===== src/rtl/mips_muldiv_pkg.sv =====
// Shared encodings, FSM states and helpers for the iterative multiply/divide unit.
package mips_muldiv_pkg;

  localparam logic [2:0] OP_MULT  = 3'b000;
  localparam logic [2:0] OP_MULTU = 3'b001;
  localparam logic [2:0] OP_DIV   = 3'b010;
  localparam logic [2:0] OP_DIVU  = 3'b011;
  localparam logic [2:0] OP_MTHI  = 3'b100;
  localparam logic [2:0] OP_MTLO  = 3'b101;

  // Wide enough for a 2*64-bit product; callers truncate to their own width.
  localparam int unsigned NEG_W = 128;

  typedef enum logic [1:0] {
    IDLE  = 2'd0,
    CALC  = 2'd1,
    FIXUP = 2'd2
  } state_t;

  function automatic logic [NEG_W-1:0] neg(input logic [NEG_W-1:0] x);
    return ~x + NEG_W'(1);
  endfunction

endpackage


===== src/rtl/mips_muldiv_if.sv =====
// Controller <-> multiply/divide unit handshake and HI/LO result bus.
interface mips_muldiv_if #(
  parameter int unsigned WIDTH = 32
);
  logic             start;
  logic [2:0]       op;
  logic [WIDTH-1:0] a;
  logic [WIDTH-1:0] b;
  logic             cancel;
  logic             busy;
  logic             done;
  logic             dz;
  logic [WIDTH-1:0] hi;
  logic [WIDTH-1:0] lo;

  modport master (
    output start, op, a, b, cancel,
    input  busy, done, dz, hi, lo
  );

  modport slave (
    input  start, op, a, b, cancel,
    output busy, done, dz, hi, lo
  );
endinterface


===== src/rtl/mips_muldiv_step.sv =====
// One radix-2 iteration: shift-add for multiply, restoring shift-subtract for divide.
module mips_muldiv_step #(
  parameter int unsigned WIDTH = 32
) (
  input  logic [2*WIDTH-1:0] acc,
  input  logic [WIDTH-1:0]   opnd,
  input  logic               div_mode,
  output logic [2*WIDTH-1:0] acc_next
);
  localparam int unsigned W = WIDTH;

  logic [W:0]   sum;
  logic [W:0]   rem_sh;
  logic [W-1:0] diff;

  // Multiply keeps the multiplier in the low half and shifts the product in from the top;
  // divide shifts the dividend out of the low half and quotient bits in at bit 0.
  always_comb begin
    sum      = {1'b0, acc[2*W-1:W]} + (acc[0] ? {1'b0, opnd} : {(W+1){1'b0}});
    rem_sh   = acc[2*W-1:W-1];
    diff     = rem_sh[W-1:0] - opnd;
    acc_next = {sum, acc[W-1:1]};
    if (div_mode) begin
      if (rem_sh >= {1'b0, opnd}) acc_next = {diff, acc[W-2:0], 1'b1};
      else                        acc_next = {rem_sh[W-1:0], acc[W-2:0], 1'b0};
    end
  end
endmodule


===== src/rtl/mips_muldiv.sv =====
// Iterative MULT/MULTU/DIV/DIVU/MTHI/MTLO unit with HI/LO registers and cancel.
module mips_muldiv
  import mips_muldiv_pkg::*;
#(
  parameter int unsigned WIDTH = 32
) (
  input  logic          clk,
  input  logic          reset,
  mips_muldiv_if.slave  bus
);
  localparam int unsigned CW = $clog2(WIDTH + 1);
  localparam int unsigned AW = 2 * WIDTH;

  state_t            state, state_n;
  logic [CW-1:0]     cnt;
  logic [AW-1:0]     acc, acc_step, prod;
  logic [WIDTH-1:0]  opnd;
  logic              div_mode, neg_res, neg_rem, dz_lat;
  logic              busy_q, done_q, dz_q;
  logic [WIDTH-1:0]  hi_q, lo_q;

  logic              load, step_en, wr_res, wr_hi, wr_lo;
  logic              is_div, is_signed, a_neg, b_neg;
  logic [WIDTH-1:0]  a_mag, b_mag, rem, quo, res_hi, res_lo;

  mips_muldiv_step #(.WIDTH(WIDTH)) u_step (
    .acc      (acc),
    .opnd     (opnd),
    .div_mode (div_mode),
    .acc_next (acc_step)
  );

  // Operand magnitudes and signs presented at the start edge.
  always_comb begin
    is_div    = (bus.op == OP_DIV) || (bus.op == OP_DIVU);
    is_signed = (bus.op == OP_MULT) || (bus.op == OP_DIV);
    a_neg     = is_signed & bus.a[WIDTH-1];
    b_neg     = is_signed & bus.b[WIDTH-1];
    a_mag     = a_neg ? WIDTH'(neg(NEG_W'(bus.a))) : bus.a;
    b_mag     = b_neg ? WIDTH'(neg(NEG_W'(bus.b))) : bus.b;
  end

  always_ff @(posedge clk or negedge reset) begin
    if (!reset) state <= IDLE;
    else        state <= state_n;
  end

  always_comb begin
    state_n = state;
    load    = 1'b0;
    step_en = 1'b0;
    wr_res  = 1'b0;
    wr_hi   = 1'b0;
    wr_lo   = 1'b0;
    unique case (state)
      IDLE: begin
        if (bus.start) begin
          if (bus.op == OP_MULT || bus.op == OP_MULTU || is_div) begin
            load    = 1'b1;
            state_n = CALC;
          end else if (bus.op == OP_MTHI) begin
            wr_hi = 1'b1;
          end else if (bus.op == OP_MTLO) begin
            wr_lo = 1'b1;
          end
        end
      end
      CALC: begin
        if (bus.cancel) begin
          state_n = IDLE;
        end else begin
          step_en = 1'b1;
          if (cnt == CW'(1)) state_n = FIXUP;
        end
      end
      FIXUP: begin
        state_n = IDLE;
        wr_res  = ~bus.cancel;
      end
      default: state_n = IDLE;
    endcase
  end

  // Sign fixup; divide-by-zero forces an all-ones quotient and returns the dividend in HI.
  always_comb begin
    prod   = neg_res ? AW'(neg(NEG_W'(acc))) : acc;
    rem    = neg_rem ? WIDTH'(neg(NEG_W'(acc[AW-1:WIDTH]))) : acc[AW-1:WIDTH];
    quo    = neg_res ? WIDTH'(neg(NEG_W'(acc[WIDTH-1:0]))) : acc[WIDTH-1:0];
    res_hi = prod[AW-1:WIDTH];
    res_lo = prod[WIDTH-1:0];
    if (div_mode) begin
      res_hi = rem;
      res_lo = dz_lat ? {WIDTH{1'b1}} : quo;
    end
  end

  always_ff @(posedge clk or negedge reset) begin
    if (!reset) begin
      cnt      <= '0;
      acc      <= '0;
      opnd     <= '0;
      div_mode <= 1'b0;
      neg_res  <= 1'b0;
      neg_rem  <= 1'b0;
      dz_lat   <= 1'b0;
      busy_q   <= 1'b0;
      done_q   <= 1'b0;
      dz_q     <= 1'b0;
      hi_q     <= '0;
      lo_q     <= '0;
    end else begin
      busy_q <= (state_n != IDLE);
      done_q <= wr_res | wr_hi | wr_lo;
      dz_q   <= wr_res & div_mode & dz_lat;
      if (load) begin
        cnt      <= CW'(WIDTH);
        div_mode <= is_div;
        neg_res  <= a_neg ^ b_neg;
        neg_rem  <= a_neg;
        dz_lat   <= (bus.b == '0);
        if (is_div) begin
          acc  <= {{WIDTH{1'b0}}, a_mag};
          opnd <= b_mag;
        end else begin
          acc  <= {{WIDTH{1'b0}}, b_mag};
          opnd <= a_mag;
        end
      end else if (step_en) begin
        cnt <= cnt - CW'(1);
        acc <= acc_step;
      end
      if (wr_res) begin
        hi_q <= res_hi;
        lo_q <= res_lo;
      end
      if (wr_hi) hi_q <= bus.a;
      if (wr_lo) lo_q <= bus.a;
    end
  end

  assign bus.busy = busy_q;
  assign bus.done = done_q;
  assign bus.dz   = dz_q;
  assign bus.hi   = hi_q;
  assign bus.lo   = lo_q;

endmodule


===== src/flat_wrapper.sv =====
// flat-port wrapper written by rule: the top's interface ports become plain ports
module mips_muldiv_flat import mips_muldiv_pkg::*;
#(
  parameter int unsigned WIDTH = 32
)
  (clk, reset, bus_start, bus_op, bus_a, bus_b, bus_cancel, bus_busy, bus_done, bus_dz, bus_hi, bus_lo);
  mips_muldiv_if #(.WIDTH(WIDTH)) bus_i ();
  input  logic clk;
  input  logic reset;
  input wire logic [$bits(bus_i.start)-1:0] bus_start;
  input wire logic [$bits(bus_i.op)-1:0] bus_op;
  input wire logic [$bits(bus_i.a)-1:0] bus_a;
  input wire logic [$bits(bus_i.b)-1:0] bus_b;
  input wire logic [$bits(bus_i.cancel)-1:0] bus_cancel;
  output wire logic [$bits(bus_i.busy)-1:0] bus_busy;
  output wire logic [$bits(bus_i.done)-1:0] bus_done;
  output wire logic [$bits(bus_i.dz)-1:0] bus_dz;
  output wire logic [$bits(bus_i.hi)-1:0] bus_hi;
  output wire logic [$bits(bus_i.lo)-1:0] bus_lo;
  assign bus_i.start = bus_start;
  assign bus_i.op = bus_op;
  assign bus_i.a = bus_a;
  assign bus_i.b = bus_b;
  assign bus_i.cancel = bus_cancel;
  assign bus_busy = bus_i.busy;
  assign bus_done = bus_i.done;
  assign bus_dz = bus_i.dz;
  assign bus_hi = bus_i.hi;
  assign bus_lo = bus_i.lo;
  mips_muldiv #(.WIDTH(WIDTH)) u_core (.clk(clk), .reset(reset), .bus(bus_i));
endmodule

===== config.mk =====
export PLATFORM = sky130hd
export DESIGN_NAME = mips_muldiv_flat
export DESIGN_NICKNAME = d
export VERILOG_FILES = /design/src/rtl/mips_muldiv_pkg.sv /design/src/rtl/mips_muldiv_if.sv /design/src/rtl/mips_muldiv_step.sv /design/src/rtl/mips_muldiv.sv /design/src/flat_wrapper.sv
export SDC_FILE = /design/constraint.sdc
export NUM_CORES = 1
export LEC_CHECK = 0
export CORE_MARGIN = 5
export CORE_UTILIZATION = 50
export DETAILED_ROUTE_END_ITERATION = 7
export PLACE_DENSITY = 0.77
export SETUP_SLACK_MARGIN = 0.05
export SYNTH_ARGS = -nofsm -noshare
export SYNTH_HDL_FRONTEND = slang
export SYNTH_SLANG_ARGS = --single-unit

===== constraint.sdc =====
create_clock -name clk -period 4.2 [get_ports clk]
set_input_delay 0.84 -clock clk [delete_from_list [all_inputs] [get_ports clk]]
set_output_delay 0.84 -clock clk [all_outputs]
set_load 0.01 [all_outputs]

==> flow_summary.json, run 1 <==
{
  "finalClockSkew_ns": 0.0162,
  "synth-xor-area-share_pct": 9.27,
  "grt_pass1_wl_mm": 87.6,
  "ff2ff_path_depth": 11,
  "num_antenna_cells": 0,
  "drtIter0Drc": 2072,
  "cap_violations": 0,
  "drv_slew": 0,
  "gp_congestion": 1.06,
  "grt_usage_pct": 32.5,
  "cts_buffers": 17,
  "ff2ff_setup_slack_ns": 0.33,
  "path_clk_slew_ns": 0.07,
  "h-tree-depth": 4,
  "muxShareOfSynthArea_pct": 3.06,
  "ys_seq_area_share_pct": 28.4,
  "synth_compound_area_share_pct": 28.4,
  "antenna_left": 0,
  "port_buffers": 137,
  "syn_area_um2": 15400,
  "die_h_um": 186,
  "rsz0062_at_grt": "false",
  "cp_max_fo": 11,
  "grt_start_max_net_pins": 84,
  "synthArstFlopShare_pct": 100,
  "p_per_area_nw_per_um2": 694,
  "hold_path_class": "in -> async",
  "first_pass_iters": 7,
  "tns_ns": 0,
  "rr_endpoint": "u_core.acc[62]",
  "holdBufCountCts": 0,
  "avgRoutedWirePerCell_um": 22.9,
  "synthCells": 1998,
  "routed_wl_mm": 57.2,
  "fmax_mhz": 258,
  "drive_above_1_share_pct": 6.71,
  "cts.sinks": 175,
  "post-cts-setup-buffers": 0,
  "final_util_pct": 58.7,
  "worst_slew_pin_slew_ns": 1.01,
  "io_pins": 138,
  "synth-simple-area-share_pct": 19.8,
  "crit_required_ns": 4.54,
  "period_minus_slack_ns": 3.87,
  "grt_pass1_vias": 15400,
  "dp_hpwl_mm": 44.3,
  "rows": 64,
  "crit_start": "u_core.acc[0]",
  "gr-total-overflow": 0,
  "slew_headroom_pct": 32.4,
  "syn_to_final_growth_pct": 16.3,
  "r2r-start": "u_core.acc[0]",
  "antenna_found_initial": 0,
  "cts_tree": "done",
  "period_share_pct": 92.1,
  "leakagePower_nw": 7.36,
  "finalSetupViolCount": 0,
  "nFillCells": 2806,
  "via_per_inst": 6.50,
  "clock_latency_ns": 0.45,
  "ys.flop_type": "dfrtp_1",
  "crit_path_start_kind": "flip-flop",
  "synthAdderAreaFrac_pct": 5.95,
  "synth_edf_count": 0,
  "drc": 0,
  "layout.nets": 2232,
  "synth_seq_cells": 175,
  "clock-root-buffer": "clkbuf_16",
  "cts_resized": 0,
  "yosysWarnings": 0,
  "vias": 16200,
  "clock_path_buffers": 2,
  "end_kind": "flip-flop",
  "synth_fp_nets": 2141,
  "core_area_um2": 30500,
  "die-area_um2": 34400,
  "worstSetupPathType": "reg -> reg",
  "crit_arrival_ns": 4.21,
  "ys_types": 84,
  "dieWidth_um": 186,
  "status": "finished clean",
  "synth_top_family_by_area": "compound AO/OA/AOI/OAI gates",
  "hold_viol_final": 0,
  "initial_core_util_pct": 50.5,
  "synth_area_per_cell_um2": 7.71,
  "vdd_drop_max_v": 0.000327
}
==> synthesized netlist by cell type (all sizes together) (4+ instances only) <==
master | count | share of area (%)
o31a | 4 | 0.23
a21o | 14 | 0.68
o211a | 4 | 0.26
o211ai | 44 | 2.1
o221ai | 15 | 0.85
inv | 68 | 1.7
xor2 | 57 | 3.2
a211oi | 31 | 1.5
a22oi | 43 | 2.1
buf | 17 | 0.52
o31ai | 26 | 1.3
xnor2 | 106 | 6.0
o2111ai | 8 | 0.45
nand4 | 26 | 1.1
o21a | 13 | 0.63
and2 | 14 | 0.57
nor4 | 17 | 0.77
o41ai | 13 | 0.74
nor3b | 8 | 0.39
a32oi | 4 | 0.23
a211o | 6 | 0.34
a222oi | 5 | 0.32
or4 | 8 | 0.39
and4 | 6 | 0.34
nand2b | 14 | 0.57
mux2i | 46 | 3.0
nor2b | 14 | 0.57
clkbuf | 119 | 2.9
o21bai | 14 | 0.68
o21ai | 214 | 7.0
or2 | 12 | 0.49
a31oi | 15 | 0.61
nand2 | 199 | 4.9
nand3 | 40 | 1.3
nor2 | 188 | 4.6
o22ai | 34 | 1.4
nor3 | 46 | 1.5
ha | 70 | 5.7
a21oi | 164 | 5.4
and3 | 12 | 0.49
nor4b | 7 | 0.50
or3 | 18 | 0.73
dfrtp | 175 | 28
==> per-stage QoR <==
stage          worst slack (ns)  instances  power, mW  hold slack (ns)  area, um^2
2_1_floorplan              1.02       1998       7.99            0.450       15400
3_3_place_gp              0.356       2466       10.4            0.468       17300
3_5_place_dp              0.312       2466       10.6            0.479       17300
4_1_cts                   0.447       2498       12.2            0.464       17900
5_1_grt                   0.195       2498       13.2            0.497       17900
6_report                  0.330       2498       12.4            0.427       17900
==> state kept, by name, indices dropped and copies added, names as in the netlist <==
signal,count
u_core.bus.done,1
u_core.bus.dz,1
u_core.bus.hi,32
u_core.cnt,6
u_core.neg_rem,1
u_core.acc,64
u_core.bus.lo,32
u_core.opnd,32
u_core.state,2
u_core.dz_lat,1
u_core.bus.busy,1
u_core.neg_res,1
u_core.div_mode,1
==> layout by cell type, fill, tap and decap left out, types with 15 or more instances in the layout <==
| cell type | count |
|---|---|
| o21ai_0 | 209 |
| nand2_1 | 198 |
| nor2_1 | 185 |
| dfrtp_1 | 174 |
| a21oi_1 | 163 |
| clkdlybuf4s50_1 | 135 |
| xnor2_1 | 106 |
| ha_1 | 70 |
| buf_4 | 69 |
| inv_1 | 68 |
| xor2_1 | 57 |
| mux2i_1 | 46 |
| nor3_1 | 45 |
| o211ai_1 | 44 |
| a22oi_1 | 43 |
| nand3_1 | 39 |
| o22ai_1 | 34 |
| a211oi_1 | 30 |
| nand4_1 | 26 |
| o31ai_1 | 25 |
| or3_1 | 18 |
| clkbuf_16 | 17 |
| nor4_1 | 15 |
| a31oi_1 | 15 |
| o221ai_1 | 15 |
==> power breakdown <==
part | leakage, nW | internal [mW] | switching [mW]
Clock | 0.286 | 0.913 | 0.724
Combinational | 4.87 | 3.18 | 4.64
Sequential | 2.21 | 2.24 | 0.728
Total | 7.36 | 6.33 | 6.09
==> layout make-up <==
cell class                 count  area [um^2]  area share [%]
clock buffer                  20          457            2.55
clock inverter                12          134           0.747
inverter                      69          259            1.45
multi-input combinational   1618        10300            57.3
sequential                   175         4380            24.4
tap                          396          495            2.77
timing repair buffer         208         1930            10.7
==> how the worst max path moves through the flow <==
| stage | slack (ns) | cells after the start | end |
|---|---|---|---|
| floorplan | 1.02 | 12 | u_core.acc[62] |
| global route | 0.19 | 11 | u_core.acc[62] |
| CTS | 0.45 | 11 | u_core.acc[62] |
| finish | 0.33 | 11 | u_core.acc[62] |
| global placement | 0.36 | 9 | u_core.opnd[31] |
| detailed placement | 0.31 | 9 | u_core.opnd[31] |
==> worst max-delay path, stage by stage (launching register included) <==
cell and delay (ns):
dfrtp_1 0.38, inv_1 0.38, nor2_1 0.11, ha_1 0.37, o21a_1 0.17, a211oi_1 0.16, or4_1 0.61, a21oi_1 0.28
o21bai_1 0.17, o31ai_1 0.48, mux2_2 0.39, o32ai_1 0.26
==> logic make-up (layout without fill, tap and decap cells) <==
group,count (synthesis),count (layout)
adders and majority gates,72,72
AOI/OAI and AO/OA,698,698
DFF,175,175
muxes,47,47
and+or+nand+nor,638,638
xor gates and xnor gates,163,163
buffers and inverters,205,309
==> per-layer routing <==
metal	wire length [um]	vias to the layer above	GRT usage, %	share of wire, %
li1	-	7479	-	-
met1	23300	7771	43.3	41
met2	26600	870	54.2	47
met3	5360	112	5.22	9.4
met4	1910	0	10.9	3.3
met5	0	-	0	0
No activity file was read; power rests on OpenSTA's default activity.
==> run 2, diff against run 1 <==
TNS_END_PERCENT = 5   (was not set)
==> results of run 2 <==
No change in the layout: final DEF, timing and power equal those of run 1.
